**config.mk**
```make
export PLATFORM = sky130hd
export DESIGN_NAME = io_port_write_strobe
export DESIGN_NICKNAME = d
export VERILOG_FILES = /design/src/rtl/io_port_write_strobe.sv
export SDC_FILE = /design/constraint.sdc
export NUM_CORES = 1
export LEC_CHECK = 0
export CAP_MARGIN = 15
export CELL_PAD_IN_SITES_DETAIL_PLACEMENT = 1
export CELL_PAD_IN_SITES_GLOBAL_PLACEMENT = 1
export CORE_ASPECT_RATIO = 1.1
export CORE_MARGIN = 3
export CORE_UTILIZATION = 35
export DETAILED_ROUTE_END_ITERATION = 16
export GPL_TIMING_DRIVEN = 1
export PLACE_DENSITY = 0.89
export SYNTH_ARGS = -nofsm -noshare
export SYNTH_HDL_FRONTEND = slang
export SYNTH_SLANG_ARGS = --single-unit
```
**constraint.sdc**
```tcl
create_clock -name clock -period 1.85 [get_ports clock]
set_input_delay 0.37 -clock clock [delete_from_list [all_inputs] [get_ports clock]]
set_output_delay 0.37 -clock clock [all_outputs]
set_load 0.05 [all_outputs]
```
**src/rtl/io_port_write_strobe.sv**
```systemverilog
// ----------------------------------------------------------------------------
// io_port_write_strobe
//   Output-cycle decoder for an S-100 style bus. Synchronises the bus write
//   strobe (pwr_n) and output-cycle status (s_out), matches the port address,
//   captures the data byte, holds the bus with wait states, then issues a
//   single one-clock load pulse to the downstream output-port latch. That
//   latch samples on the falling clock edge, so a full-cycle load pulse puts
//   the latch's sampling edge in the middle of the pulse.
//
// Ports
//   clock       in   1       system clock, all logic on posedge
//   reset       in   1       synchronous, active-high
//   s_out       in   1       bus status: output cycle (asynchronous)
//   pwr_n       in   1       bus write strobe, active low (asynchronous)
//   addr        in   ADDR_W  bus port address, stable while pwr_n low
//   dout_bus    in   DATA_W  bus data-out, stable while pwr_n low
//   load        out  1       one-clock latch load pulse
//   latch_data  out  DATA_W  captured byte for the latch
//   rdy         out  1       bus ready, 0 inserts a wait state
//   busy        out  1       sequencer not idle
//   wr_count    out  8       number of load pulses issued, wraps at 256
// ----------------------------------------------------------------------------
// state     | meaning
// ST_IDLE   | waiting for a strobe falling edge addressed to this port
// ST_WAIT   | byte captured, rdy held low for WAIT_CYCLES clocks
// ST_STROBE | load pulse is on the output this cycle
// ST_HOLD   | waiting for the bus strobe to return high
// ----------------------------------------------------------------------------
module io_port_write_strobe #(
    parameter int                ADDR_W      = 8,
    parameter int                DATA_W      = 8,
    parameter logic [ADDR_W-1:0] PORT_ADDR   = 8'h6C,
    parameter int                WAIT_CYCLES = 2
) (
    input  logic              clock,
    input  logic              reset,
    input  logic              s_out,
    input  logic              pwr_n,
    input  logic [ADDR_W-1:0] addr,
    input  logic [DATA_W-1:0] dout_bus,
    output logic              load,
    output logic [DATA_W-1:0] latch_data,
    output logic              rdy,
    output logic              busy,
    output logic [7:0]        wr_count
);

    typedef enum logic [1:0] {
        ST_IDLE,
        ST_WAIT,
        ST_STROBE,
        ST_HOLD
    } state_t;

    // Counter preload: the WAIT state is occupied for WAIT_CYCLES clocks and
    // leaves when the counter reaches zero, so it starts at WAIT_CYCLES-1.
    localparam logic [3:0] WAIT_LOAD = (WAIT_CYCLES > 0) ? 4'(WAIT_CYCLES - 1) : 4'd0;

    state_t     state;
    logic [3:0] wait_cnt;

    logic pwr_s1, pwr_s2, pwr_prev;
    logic sout_s1, sout_s2;
    logic wr_fall;
    logic hit;

    // Falling edge of the synchronised strobe; pwr_prev is one stage behind
    // pwr_s2 so each bus cycle produces exactly one wr_fall.
    assign wr_fall = pwr_prev & ~pwr_s2;

    // Address and data are taken raw: the bus holds them stable while pwr_n
    // is low, which covers the synchroniser latency.
    assign hit = wr_fall & sout_s2 & (addr == PORT_ADDR);

    always_ff @(posedge clock) begin
        if (reset) begin
            pwr_s1     <= 1'b1;
            pwr_s2     <= 1'b1;
            pwr_prev   <= 1'b1;
            sout_s1    <= 1'b0;
            sout_s2    <= 1'b0;
            state      <= ST_IDLE;
            wait_cnt   <= 4'd0;
            load       <= 1'b0;
            rdy        <= 1'b1;
            busy       <= 1'b0;
            latch_data <= '0;
            wr_count   <= 8'd0;
        end else begin
            pwr_s1   <= pwr_n;
            pwr_s2   <= pwr_s1;
            pwr_prev <= pwr_s2;
            sout_s1  <= s_out;
            sout_s2  <= sout_s1;

            load <= 1'b0;

            case (state)
                ST_IDLE: begin
                    if (hit) begin
                        latch_data <= dout_bus;
                        busy       <= 1'b1;
                        if (WAIT_CYCLES == 0) begin
                            state    <= ST_STROBE;
                            load     <= 1'b1;
                            wr_count <= wr_count + 8'd1;
                        end else begin
                            state    <= ST_WAIT;
                            rdy      <= 1'b0;
                            wait_cnt <= WAIT_LOAD;
                        end
                    end
                end

                ST_WAIT: begin
                    if (wait_cnt == 4'd0) begin
                        state    <= ST_STROBE;
                        rdy      <= 1'b1;
                        load     <= 1'b1;
                        wr_count <= wr_count + 8'd1;
                    end else begin
                        wait_cnt <= wait_cnt - 4'd1;
                    end
                end

                ST_STROBE: begin
                    state <= ST_HOLD;
                end

                ST_HOLD: begin
                    // A strobe that already rose during WAIT lets this exit
                    // on the first HOLD cycle.
                    if (pwr_s2) begin
                        state <= ST_IDLE;
                        busy  <= 1'b0;
                    end
                end

                default: begin
                    state <= ST_IDLE;
                    rdy   <= 1'b1;
                    busy  <= 1'b0;
                end
            endcase
        end
    end

endmodule

```
==> results of run 1 <==
repair_timing:
item | in CTS | in global routing
gates cloned | 1 | 0
pin swaps | 4 | 4
buffers inserted | 6 | 1
endpoints found under the setup margin | 5 | 20
resized for setup | 3 | 10
worst min path at each step:
stage | to | start | cells past startpoint
2_1_floorplan | pwr_s2 | pwr_s1 | 1
3_3_place_gp | pwr_s2 | pwr_s1 | 1
3_5_place_dp | pwr_s2 | pwr_s1 | 1
4_1_cts | pwr_s2 | pwr_s1 | 1
5_1_grt | pwr_s2 | pwr_s1 | 1
6_report | pwr_s2 | pwr_s1 | 1
routing by layer:
layer / share of wire (%) / track usage [%] / vias to the layer above
met5: 0 / 0 / -
met4: 2.4 / 7.83 / 0
met3: 4.2 / 5.64 / 10
met2: 56 / 37.5 / 36
met1: 38 / 21.2 / 619
li1: - / - / 602
layout make-up:
| class | instances | area (um^2) | share of cell area (%) |
|---|---|---|---|
| Inverter | 8 | 30.0 | 1.47 |
| Sequential cell | 30 | 601 | 29.4 |
| Timing Repair Buffer | 57 | 532 | 26.0 |
| Multi-Input combinational cell | 95 | 723 | 35.4 |
| Tap cell | 50 | 62.6 | 3.06 |
| Clock inverter | 2 | 12.5 | 0.612 |
| Clock buffer | 6 | 82.6 | 4.04 |
metrics by stage:
| stage | hold WS, ns | TNS, ns |
|---|---|---|
| floorplan | 0.389 | 0 |
| global placement | 0.396 | -3.17 |
| detailed placement | 0.409 | -4.38 |
| CTS | 0.426 | 0 |
| global route | 0.449 | -0.0162 |
| finish | 0.411 | 0 |
synthesized netlist by cell type, drive strengths merged:
cell type | count | share of area, %
or2 | 3 | 1.4
or3 | 2 | 0.92
o31ai | 1 | 1.6
nor3 | 2 | 0.74
nand3 | 1 | 0.37
a41o | 2 | 1.6
nor4bb | 1 | 0.74
a21boi | 2 | 1.1
a21oi | 6 | 2.2
buf | 1 | 0.83
o32ai | 2 | 1.3
xor2 | 3 | 1.9
ha | 6 | 5.5
nor2b | 3 | 1.4
nand4b | 3 | 1.9
and3 | 1 | 0.46
nand2b | 1 | 0.46
inv | 8 | 2.2
nor4 | 1 | 1.6
a211oi | 3 | 2.0
o21bai | 1 | 0.55
nand2 | 7 | 1.9
dfxtp | 30 | 44
or3b | 2 | 1.5
a31oi | 1 | 0.46
nand4bb | 2 | 1.7
nor2 | 18 | 5.0
a22oi | 1 | 0.92
mux2i | 8 | 5.9
clkbuf | 6 | 1.7
nand4 | 5 | 2.3
xnor2 | 3 | 1.9
o21ai | 4 | 1.5
registers in the layout (all words and copies together), names as in the netlist:
signal and count:
latch_data 8, wr_count 8, wait_cnt 4, state 2
busy 1, load 1, pwr_prev 1, pwr_s1 1
pwr_s2 1, rdy 1, sout_s1 1, sout_s2 1
layout by cell type, fill, tap and decap left out, types with 4 or more instances in the layout:
master           instances
dfxtp_1                 30
buf_4                   29
clkdlybuf4s50_1         21
nor2_1                  18
inv_1                    7
mux2i_1                  7
nand2_1                  7
a21oi_1                  6
clkbuf_8                 6
nand4_1                  5
o21ai_0                  4
ha_1                     4
cell families after synthesis:
group,Yosys count
AND/OR/NAND/NOR,52
XOR/XNOR,6
multiplexers,8
AO/OA/AOI/OAI,23
buffers and inverters,15
adder cells (fa/ha/maj),6
flip-flops,30
power breakdown:
group | total (W) | leakage [nW] | switching [W] | internal (W)
Sequential | 0.000712 | 0.243 | 0.0000312 | 0.000681
Combinational | 0.000616 | 0.535 | 0.000345 | 0.000271
Clock | 0.000560 | 0.0472 | 0.000261 | 0.000299
==> impl_metrics.json, run 1 <==
{
  "synth_fa_ha_area_share_pct": 5.55,
  "hold_buffers": 0,
  "post_drt_wl_per_cell_um": 17.7,
  "tightest_slew_ns": 0.521,
  "cp-endpoint": "latch_data[5]",
  "grt_pass1_wl_mm": 7.18,
  "synth_seq_cells": 30,
  "nFillCells": 430,
  "areaGrowthSynthToFinish_pct": 50.9,
  "ir_worst_vdd_v": 0.000628,
  "status": "complete, no violations",
  "synth.distinct_cells": 36,
  "clock.fmax_ghz": 0.551,
  "rsz0062_at_grt": "true",
  "path_class": "flop to output port",
  "dp_hpwl_mm": 2.91,
  "power_density_nw_per_um2": 924,
  "yosys_warnings": 0,
  "dieArea_um2": 4650,
  "layout-drive-gt1-share_pct": 27.3,
  "grt_max_degree": 17,
  "vias": 1267,
  "cts_tree": "yes",
  "crit_buf_inv": 1,
  "antenna_found_initial": 0,
  "synth_top_family_by_area": "simple AND/OR/NAND/NOR gates",
  "path_clk_slew_ns": 0.07,
  "yosys.area_share.xor_xnor_pct": 3.88,
  "n_antenna_cell": 0,
  "gp_congestion": 0.818,
  "crit_family": "buffers and inverters",
  "nets": 223,
  "finalPower_w": 0.00189,
  "grt_pass1_vias": 1457,
  "timing.rr.start": "wait_cnt[1]",
  "synth_nets": 166,
  "initial_utilization_pct": 36.8,
  "layout_worst_path_cycle_share_pct": 98.0,
  "synth_area_um2": 1350,
  "grt_overflow": 0,
  "htree_levels": 2,
  "required_ns": 1.48,
  "syn_inst": 140,
  "cp_cell_sequence": "clkdlybuf4s50_1",
  "max_stage_delay_ns": 0.82,
  "r2r-end": "state[1]",
  "cts_buffers": 5,
  "synth_compound_area_share_pct": 13.2,
  "postRouteWirelength_mm": 4.39,
  "fin_util_pct": 55.5,
  "slew_violations": 0,
  "design_area_um2": 2040,
  "rows": 23,
  "instances_no_fill": 248,
  "end_kind": "output port",
  "clk_latency_ns": 0.28,
  "hold_path_class": "flop to flop",
  "hold_viol_final": 0,
  "r2r_slack_ns": 0.06,
  "coreArea_um2": 3680,
  "synthSimpleGateAreaFrac_pct": 22.4,
  "cts_root_buf": "clkbuf_8",
  "layout_setup_ws_ns": 0.0363,
  "crit_arrival_ns": 1.44,
  "timing.slew.headroom_pct": 65.2,
  "chipWidth_um": 65.3,
  "crit_start": "latch_data[5]",
  "post-route-drc-count": 0,
  "cp_slowest_cell": "clkdlybuf4s50_1",
  "rr_worst_depth": 6,
  "ys_seq_area_share_pct": 44.4,
  "maxCapViolations": 0,
  "dp_slack_ns": -0.326,
  "synthMuxAreaShare_pct": 5.91,
  "clock-sinks": 30,
  "place_inst": 232,
  "grt_usage_pct": 20.2,
  "cp_max_fo": 2,
  "viasPerCell": 5.11,
  "die_h_um": 71.2,
  "firstDrtPassIters": 4,
  "syn_avg_cell_area_um2": 9.67,
  "setup_violations": 0,
  "skew_ns": 0.00483,
  "critPathLaunchType": "flop",
  "ant_nets": 0,
  "drt-initial-drc-count": 53,
  "placed_cell_area_um2": 1830,
  "leakage_nw": 0.825,
  "port_buffers": 38,
  "ios": 39,
  "fin_crit_ns": 1.81,
  "cp.depth": 1,
  "clock_tree.buffer_depth": 2
}
Note: power is estimated with default switching activity, not from simulation.
==> run 2: changes to the inputs <==
CORE_MARGIN = not set   (was 3)
==> run 2 against run 1 <==
Compared with the run above: clock power increased by 13%; critical path type unchanged; critical endpoint is now latch_data[0]; clock skew decreased by 0.0011 ns; via count decreased by 5.7%; flip-flop and latch count unchanged.
==> impl_metrics.json, run 2 (synthesis results as in run 1) <==
{
  "rows": 23,
  "register_area_um2": 601,
  "ir_worst_vdd_v": 0.000521,
  "htree_levels": 2,
  "cts_tree": "yes",
  "grt_pass1_vias": 1317,
  "layout-drive-gt1-share_pct": 20.1,
  "reg_top3": "latch_data x8, wr_count x8, wait_cnt x4",
  "holdPathStages": 1,
  "port_buffers": 38,
  "critPathLaunchType": "flop",
  "power_density_nw_per_um2": 973,
  "r2r_slack_ns": 0.10,
  "crit_arrival_ns": 1.44,
  "slew_violations": 0,
  "hold_buffers": 0,
  "coreArea_um2": 3680,
  "initial_utilization_pct": 36.8,
  "tightest_slew_ns": 0.508,
  "end_kind": "output port",
  "cp.depth": 1,
  "final_cell_mix": "dfxtp_1 (30), clkdlybuf4s50_1 (27), nor2_1 (18), buf_4 (18)",
  "clk_latency_ns": 0.28,
  "skew_ns": 0.00370,
  "cp_max_fo": 2,
  "final_common_cell": "dfxtp_1",
  "fin_tns_setup_ns": 0,
  "postRouteWirelength_mm": 3.62,
  "status": "complete, no violations",
  "post_drt_wl_per_cell_um": 15.1,
  "nets": 214,
  "clock-sinks": 30,
  "cts_root_buf": "clkbuf_8",
  "ios": 39,
  "gp_congestion": 0.899,
  "clock_tree.buffer_depth": 2,
  "post-route-drc-count": 0,
  "timing.slew.headroom_pct": 66.0,
  "drt-initial-drc-count": 22,
  "viasPerCell": 5.00,
  "grt_usage_pct": 21.0,
  "leakage_nw": 0.753,
  "fin_util_pct": 53.0,
  "rsz0062_at_grt": "false",
  "rr_worst_depth": 6,
  "crit_family": "buffers and inverters",
  "dieArea_um2": 4120,
  "finalPower_w": 0.00190,
  "path_class": "flop to output port",
  "grt_overflow": 0,
  "vias": 1195,
  "antenna_found_initial": 0,
  "path_clk_slew_ns": 0.07,
  "required_ns": 1.48,
  "max_stage_delay_ns": 0.81,
  "setup_violations": 0,
  "clock.fmax_ghz": 0.554,
  "fin_crit_ns": 1.81,
  "die_h_um": 67.2,
  "cp_cell_sequence": "clkdlybuf4s50_1",
  "hold_viol_final": 0,
  "layout_worst_path_cycle_share_pct": 97.6,
  "maxCapViolations": 0,
  "crit_buf_inv": 1,
  "n_antenna_cell": 0,
  "cp_slowest_cell": "clkdlybuf4s50_1",
  "firstDrtPassIters": 3,
  "areaGrowthSynthToFinish_pct": 44.1,
  "ant_nets": 0,
  "grt_pass1_wl_mm": 6.20,
  "dp_hpwl_mm": 2.51,
  "nFillCells": 454,
  "cts_buffers": 5,
  "chipWidth_um": 61.3,
  "grt_max_degree": 28,
  "hold_path_class": "flop to flop",
  "multi_input_area_um2": 689
}
==> run 2: cell types whose count changed in the layout (fill, tap and decap cells not counted), moves of 2 or more <==
cell | before | now
ha_1 | 4 | 6
clkdlybuf4s50_1 | 21 | 27
buf_4 | 29 | 18
dlygate4sd2_1 | 3 | 0
clkbuf_8 | 6 | 8
==> run 2: stage by stage <==
step	cell area (um^2)	instances	hold slack (ns)	worst slack (ns)
6_report	1950	239	0.434	0.0441
5_1_grt	1950	239	0.450	0.0114
4_1_cts	1940	238	0.436	0.0125
3_5_place_dp	1830	230	0.410	-0.284
3_3_place_gp	1830	230	0.397	-0.229
2_1_floorplan	1350	140	0.389	0.203
==> run 2: final timing paths <==
kind | start | to
setup / recovery | latch_data[0] | latch_data[0]
hold / removal | pwr_s1 | pwr_s2
setup reg to reg | wait_cnt[0] | state[1]
hold reg to reg | pwr_s1 | pwr_s2
==> run 2: timing repair <==
action / 4_1_cts / 5_1_grt
gates resized for setup: 0 / 1
buffers inserted: 0 / 1
setup endpoints to repair: 0 / 7
==> run 2: cell type report <==
class                           instances  area share [%]
Tap cell                               50            3.21
Inverter                                8            1.54
Sequential cell                        30            30.8
Multi-Input combinational cell         95            35.3
Clock buffer                            8            5.64
Timing Repair Buffer                   48            23.5
==> run 2: power by group <==
part | switching (W) | total [W] | internal (W)
registers | 0.0000342 | 0.000715 | 0.000681
clock network | 0.000255 | 0.000631 | 0.000375
logic | 0.000311 | 0.000552 | 0.000241
==> run 2: per-layer routing <==
layer / part of all wire, % / GRT usage (%)
met2: 53 / 37.1
met3: 3.7 / 5.75
met4: 1.7 / 7.95
met1: 42 / 23.5
met5: 0 / 0
==> run 3: changes to the inputs <==
ABC_CLOCK_PERIOD_IN_PS = 1850   (was not set)
==> results of run 3 <==
Final layout, timing and power as in run 2 (identical DEF).
